==> config.mk <==
export PLATFORM = sky130hd
export DESIGN_NAME = branch_ctrl
export DESIGN_NICKNAME = d
export VERILOG_FILES = /design/src/rtl/ddp_hs_pkg.sv /design/src/rtl/branch_ctrl_slot.sv /design/src/rtl/branch_ctrl.sv
export SDC_FILE = /design/constraint.sdc
export NUM_CORES = 1
export LEC_CHECK = 0
export CORE_AREA = 2 2 66 68
export CTS_CLUSTER_SIZE = 12
export DETAILED_ROUTE_END_ITERATION = 16
export DIE_AREA = 0 0 68 70
export PLACE_DENSITY = 0.7
export SLEW_MARGIN = 20
export SYNTH_ARGS = -nofsm -noshare
export SYNTH_HDL_FRONTEND = slang
export SYNTH_SLANG_ARGS = --single-unit
==> constraint.sdc <==
create_clock -name CLK -period 1.7 [get_ports CLK]
set_input_delay 0.17 -clock CLK [delete_from_list [all_inputs] [get_ports CLK]]
set_output_delay 0.17 -clock CLK [all_outputs]
set_load 0.02 [all_outputs]
==> src/rtl/ddp_hs_pkg.sv <==
// Shared definitions for the 4-phase branch controller: default widths and
// the encodings of the input-side and slot-side state machines.
package ddp_hs_pkg;

  localparam int DW_DEFAULT = 8;
  localparam int CW_DEFAULT = 16;

  // Input (upstream) handshake FSM
  typedef logic [1:0] in_state_t;
  localparam in_state_t IN_IDLE = 2'd0;
  localparam in_state_t IN_ACK  = 2'd1;
  localparam in_state_t IN_REL  = 2'd2;

  // Output slot FSM
  typedef logic [1:0] slot_state_t;
  localparam slot_state_t SLOT_EMPTY = 2'd0;
  localparam slot_state_t SLOT_FULL  = 2'd1;
  localparam slot_state_t SLOT_RTZ   = 2'd2;

endpackage

==> src/rtl/branch_ctrl_slot.sv <==
// branch_slot: one downstream output slot of the branch controller.
// Holds the slot FSM (EMPTY/FULL/RTZ), the data register and, when the
// BRANCH_CTRL_CNT_EN macro is defined, a wrapping completed-transfer counter.
// Without the macro the counter output is tied to zero and has no flops.
module branch_slot
  import ddp_hs_pkg::*;
#(
  parameter int DW = DW_DEFAULT,
  parameter int CW = CW_DEFAULT
) (
  input  logic          clk,
  input  logic          rst_n,
  input  logic          load,
  input  logic [DW-1:0] load_data,
  input  logic          ack_in,
  output logic          send_out,
  output logic [DW-1:0] data_out,
  output logic [CW-1:0] cnt,
  output logic          empty,
  output logic          empty_next
);

  slot_state_t   state_reg;
  slot_state_t   state_next;
  logic [DW-1:0] data_reg;
  logic          load_ok;

  // A load is only honoured while the slot is empty; the top guarantees this,
  // the guard keeps a full slot's data stable regardless.
  assign load_ok = load && (state_reg == SLOT_EMPTY);

  // Slot FSM next-state: fill on load, return-to-zero handshake downstream
  always_comb begin
    state_next = state_reg;
    case (state_reg)
      SLOT_EMPTY: if (load_ok) state_next = SLOT_FULL;
      SLOT_FULL:  if (ack_in)  state_next = SLOT_RTZ;
      SLOT_RTZ:   if (!ack_in) state_next = SLOT_EMPTY;
      default:    state_next = SLOT_EMPTY;
    endcase
  end

  // State and data registers; data changes only on a load
  always_ff @(posedge clk) begin
    if (!rst_n) begin
      state_reg <= SLOT_EMPTY;
      data_reg  <= '0;
    end else begin
      state_reg <= state_next;
      if (load_ok) data_reg <= load_data;
    end
  end

`ifdef BRANCH_CTRL_CNT_EN
  logic [CW-1:0] cnt_reg;

  // Count each FULL->RTZ transition; natural wrap at 2^CW
  always_ff @(posedge clk) begin
    if (!rst_n) begin
      cnt_reg <= '0;
    end else if ((state_reg == SLOT_FULL) && ack_in) begin
      cnt_reg <= cnt_reg + 1'b1;
    end
  end

  assign cnt = cnt_reg;
`else
  assign cnt = '0;
`endif

  assign send_out   = (state_reg == SLOT_FULL);
  assign data_out   = data_reg;
  assign empty      = (state_reg == SLOT_EMPTY);
  assign empty_next = (state_next == SLOT_EMPTY);

endmodule

==> src/rtl/branch_ctrl.sv <==
// branch_ctrl: 4-phase (return-to-zero) handshake demultiplexer.
// One upstream channel is routed by Sel_in into one of two independent
// output slots (a/b). Optional per-slot transfer counters are enabled by
// defining the BRANCH_CTRL_CNT_EN macro.
module branch_ctrl
  import ddp_hs_pkg::*;
#(
  parameter int DW = DW_DEFAULT,
  parameter int CW = CW_DEFAULT
) (
  input  logic          CLK,
  input  logic          MR_n,
  input  logic          Send_in,
  output logic          Ack_out,
  input  logic [DW-1:0] Data_in,
  input  logic          Sel_in,
  output logic          Send_out_a,
  output logic          Send_out_b,
  input  logic          Ack_in_a,
  input  logic          Ack_in_b,
  output logic [DW-1:0] Data_out_a,
  output logic [DW-1:0] Data_out_b,
  output logic          AEB,
  output logic [CW-1:0] Cnt_a,
  output logic [CW-1:0] Cnt_b
);

  in_state_t in_state_reg;
  in_state_t in_state_next;
  logic      aeb_reg;

  logic      empty_a;
  logic      empty_b;
  logic      empty_next_a;
  logic      empty_next_b;
  logic      target_empty;
  logic      capture;
  logic      load_a;
  logic      load_b;

  // Sel_in only matters here, on the IDLE->ACK edge. Slot emptiness is the
  // registered state, so a slot freed on one edge is usable on the next.
  assign target_empty = Sel_in ? empty_b : empty_a;
  assign capture      = (in_state_reg == IN_IDLE) && Send_in && target_empty;
  assign load_a       = capture && !Sel_in;
  assign load_b       = capture && Sel_in;

  // Input FSM next-state: accept, acknowledge, wait for upstream release
  always_comb begin
    in_state_next = in_state_reg;
    case (in_state_reg)
      IN_IDLE: if (capture)  in_state_next = IN_ACK;
      IN_ACK:                in_state_next = IN_REL;
      IN_REL:  if (!Send_in) in_state_next = IN_IDLE;
      default:               in_state_next = IN_IDLE;
    endcase
  end

  // Input FSM state and AEB flag; AEB is built from next-state values so the
  // registered flag lines up with the states it describes
  always_ff @(posedge CLK) begin
    if (!MR_n) begin
      in_state_reg <= IN_IDLE;
      aeb_reg      <= 1'b1;
    end else begin
      in_state_reg <= in_state_next;
      aeb_reg      <= (in_state_next == IN_IDLE) && empty_next_a && empty_next_b;
    end
  end

  assign Ack_out = (in_state_reg == IN_ACK) || (in_state_reg == IN_REL);
  assign AEB     = aeb_reg;

  branch_slot #(
    .DW (DW),
    .CW (CW)
  ) u_slot_a (
    .clk        (CLK),
    .rst_n      (MR_n),
    .load       (load_a),
    .load_data  (Data_in),
    .ack_in     (Ack_in_a),
    .send_out   (Send_out_a),
    .data_out   (Data_out_a),
    .cnt        (Cnt_a),
    .empty      (empty_a),
    .empty_next (empty_next_a)
  );

  branch_slot #(
    .DW (DW),
    .CW (CW)
  ) u_slot_b (
    .clk        (CLK),
    .rst_n      (MR_n),
    .load       (load_b),
    .load_data  (Data_in),
    .ack_in     (Ack_in_b),
    .send_out   (Send_out_b),
    .data_out   (Data_out_b),
    .cnt        (Cnt_b),
    .empty      (empty_b),
    .empty_next (empty_next_b)
  );

endmodule

==> reports/qor.yml <==
run_status:
  status: "complete, no violations"
logic_synthesis:
  yosysUniqueCellTypes: 34
  synthArstFlopShare: 0
  ys_ff_latch: 23
  synth_top_area_share: 0.353
  synthTopCellsByArea: "dfxtp_1 35%, buf_4 18%, nor2b_1 6.2%"
  synth_area_per_cell_um2: 9.53
  synthFlopType: "dfxtp_1"
  synth_edf_count: 0
  synth_top_cell_by_area: "dfxtp_1"
  syn_inst: 137
  syn_area_um2: 1310
  yosys_warnings: 0
  yosysSeqAreaShare: 0.353
clocking:
  cts-root-buf: "clkbuf_8"
  clkLatencyLatePin_ns: 0.26
  cts_setup_buffers: 0
  h-tree-depth: 1
  cts_tree: "done"
  cts_buffer_depth: 2
  numCtsBuffers: 3
  cts.sinks: 23
  clk_pin_slew_ns: 0.09
floorplanning:
  floorplan.io_pins: 66
  die-height_um: 70
  die_w_um: 68
  rows: 24
  core_area_um2: 4140
  die-area_um2: 4760
  start_util: 0.315
sta:
  drv_slew: 0
  fin_tns_setup_ns: 0
  setup_viol: 0
  setup_ws_ns: 0.119
  rsz0062_at_grt: "false"
  fmax_ghz: 0.632
  hold_violations: 0
  finClkSkew_ns: 0.00314
  min_period_ns: 1.58
  min_period_over_period: 0.930
worst_setup_path:
  path_max_fanout: 5
  start_kind: "flop"
  cp_data_arrival_time_ns: 1.77
  worst-path-buf-inv: 2
  path_depth: 7
  ff2ff_path_depth: 7
  endpoint: "AEB"
  cp_cell_sequence: "inv_1 -> ha_1 -> buf_4 -> mux2_2 -> nand3_1 -> o211ai_2 -> a221oi_2"
  endpoint_kind: "flop"
  max_stage_delay_ns: 0.38
  r2r_start: "in_state_reg[0]"
  critPathTopFamily: "flip-flops"
  path_class: "reg2reg"
  regToRegEndpoint: "AEB"
  cp_slowest_cell: "dfxtp_2"
  required_ns: 1.88
  reg2reg_slack_ns: 0.12
  crit_path_start: "in_state_reg[0]"
power:
  ir_worst_vdd_v: 0.000260
  power.density_nw_per_um2: 921
  leakagePower_nw: 0.702
  power_w: 0.00153
global_route:
  met2_usage: 0.177
  grt-busiest-layer: "met2"
  antenna_found_initial: 0
  grt_pass1_wl_um: 3800
  grt_usage: 0.103
  use_met1: 0.122
  overflow: 0
  grt_max_degree: 23
  grt_pass1_vias: 859
  use_met3: 0.0145
finish:
  drive_above_1_share: 0.130
  diodes: 0
  layout_common_cells: "32 x conb_1, 30 x clkdlybuf4s50_1, 22 x dfxtp_1"
  layout_commonest_cell: "conb_1"
  layout.nets: 196
  area_growth_pct: 27.2
  final_core_util: 0.401
hold_path:
  worstHoldPathType: "reg2reg"
place:
  dp_hpwl_um: 1810
  port_buffers: 33
  place_worst_setup_slack_ns: -0.0153
  routabilityCongestion: 0.735
drt:
  drt_iter0_markers: 41
  wl_per_cell_um: 10.1
  dr.pass1.iters: 3
  vias: 940
  viasPerCell: 4.10
  routed_wl_um: 2320
  ant_nets: 0
  post-route-drc-count: 0
run:
  timing.max_cap.violations: 0
-- synthesized netlist by cell type, types with 2 or more instances --
master    instances
a21boi_1          3
a21boi_0          5
and3_1            2
buf_4            32
nand3_1           3
mux2i_1           8
nand2_1          18
ha_1              4
inv_1             2
o21a_1            2
nor2b_1          13
dfxtp_1          23
-- metrics by stage --
step	hold WS, ns	cells	cell area (µm²)
after floorplan	0.255	168	1420
after global placement	0.450	225	1610
after detailed placement	0.453	225	1610
after CTS	0.466	229	1660
after global routing	0.498	229	1660
final	0.457	229	1660
-- cell families after synthesis --
group / count (synthesis) / synth area share
muxes: 9 / 0.0700
buffers and inverters: 37 / 0.206
AOI/OAI and AO/OA: 19 / 0.126
DFF: 23 / 0.353
adders and majority gates: 4 / 0.0384
xor gates and xnor gates: 1 / 0.00671
other: 1 / 0.00287
and+or+nand+nor: 43 / 0.198
-- layout make-up --
class | instances | area, µm²
Clock buffer | 3 | 41.3
Clock inverter | 1 | 7.51
Fill cell | 444 | 2480
Inverter | 2 | 7.51
Multi-Input combinational cell | 108 | 698
Sequential cell | 23 | 462
Tap cell | 52 | 65.1
Timing Repair Buffer | 40 | 379
-- routing by layer --
metal / vias up / wire (µm)
met2: 29 / 1170
met3: 2 / 126
met4: 0 / 27
met5: - / 0
li1: 472 / -
met1: 437 / 998
-- how the worst min path moves through the flow --
stage | from | endpoint | slack, ns | depth (start not counted)
after detailed placement | u_slot_a.data_out[5] | u_slot_a.data_out[5] | 0.45 | 2
after CTS | u_slot_a.data_out[5] | u_slot_a.data_out[5] | 0.47 | 2
after floorplan | MR_n | AEB | 0.25 | 1
final | u_slot_a.data_out[6] | u_slot_a.data_out[6] | 0.46 | 2
after global placement | u_slot_a.data_out[0] | u_slot_a.data_out[0] | 0.45 | 2
after global routing | u_slot_a.data_out[7] | u_slot_a.data_out[7] | 0.50 | 2
-- worst reg2reg max path, cell delays in order (launching register included) --
cell      delay, ns
dfxtp_2        0.38
inv_1          0.09
ha_1           0.24
buf_4          0.16
mux2_2         0.25
nand3_1        0.09
o211ai_2       0.12
a221oi_2       0.17
-- what timing repair did --
action | CTS | global route
gates cloned | 0 | 0
setup endpoints to repair | 3 | 8
gates resized for setup | 5 | 1
hold buffers | 0 | 0
-- power by group --
group | internal [W] | switching (W) | leakage [nW]
clock | 0.000166 | 0.000183 | 0.0217
sequential | 0.000596 | 0.0000397 | 0.188
combinational | 0.000245 | 0.000301 | 0.492
total | 0.00101 | 0.000523 | 0.702
(Power assumes the default switching activity.)
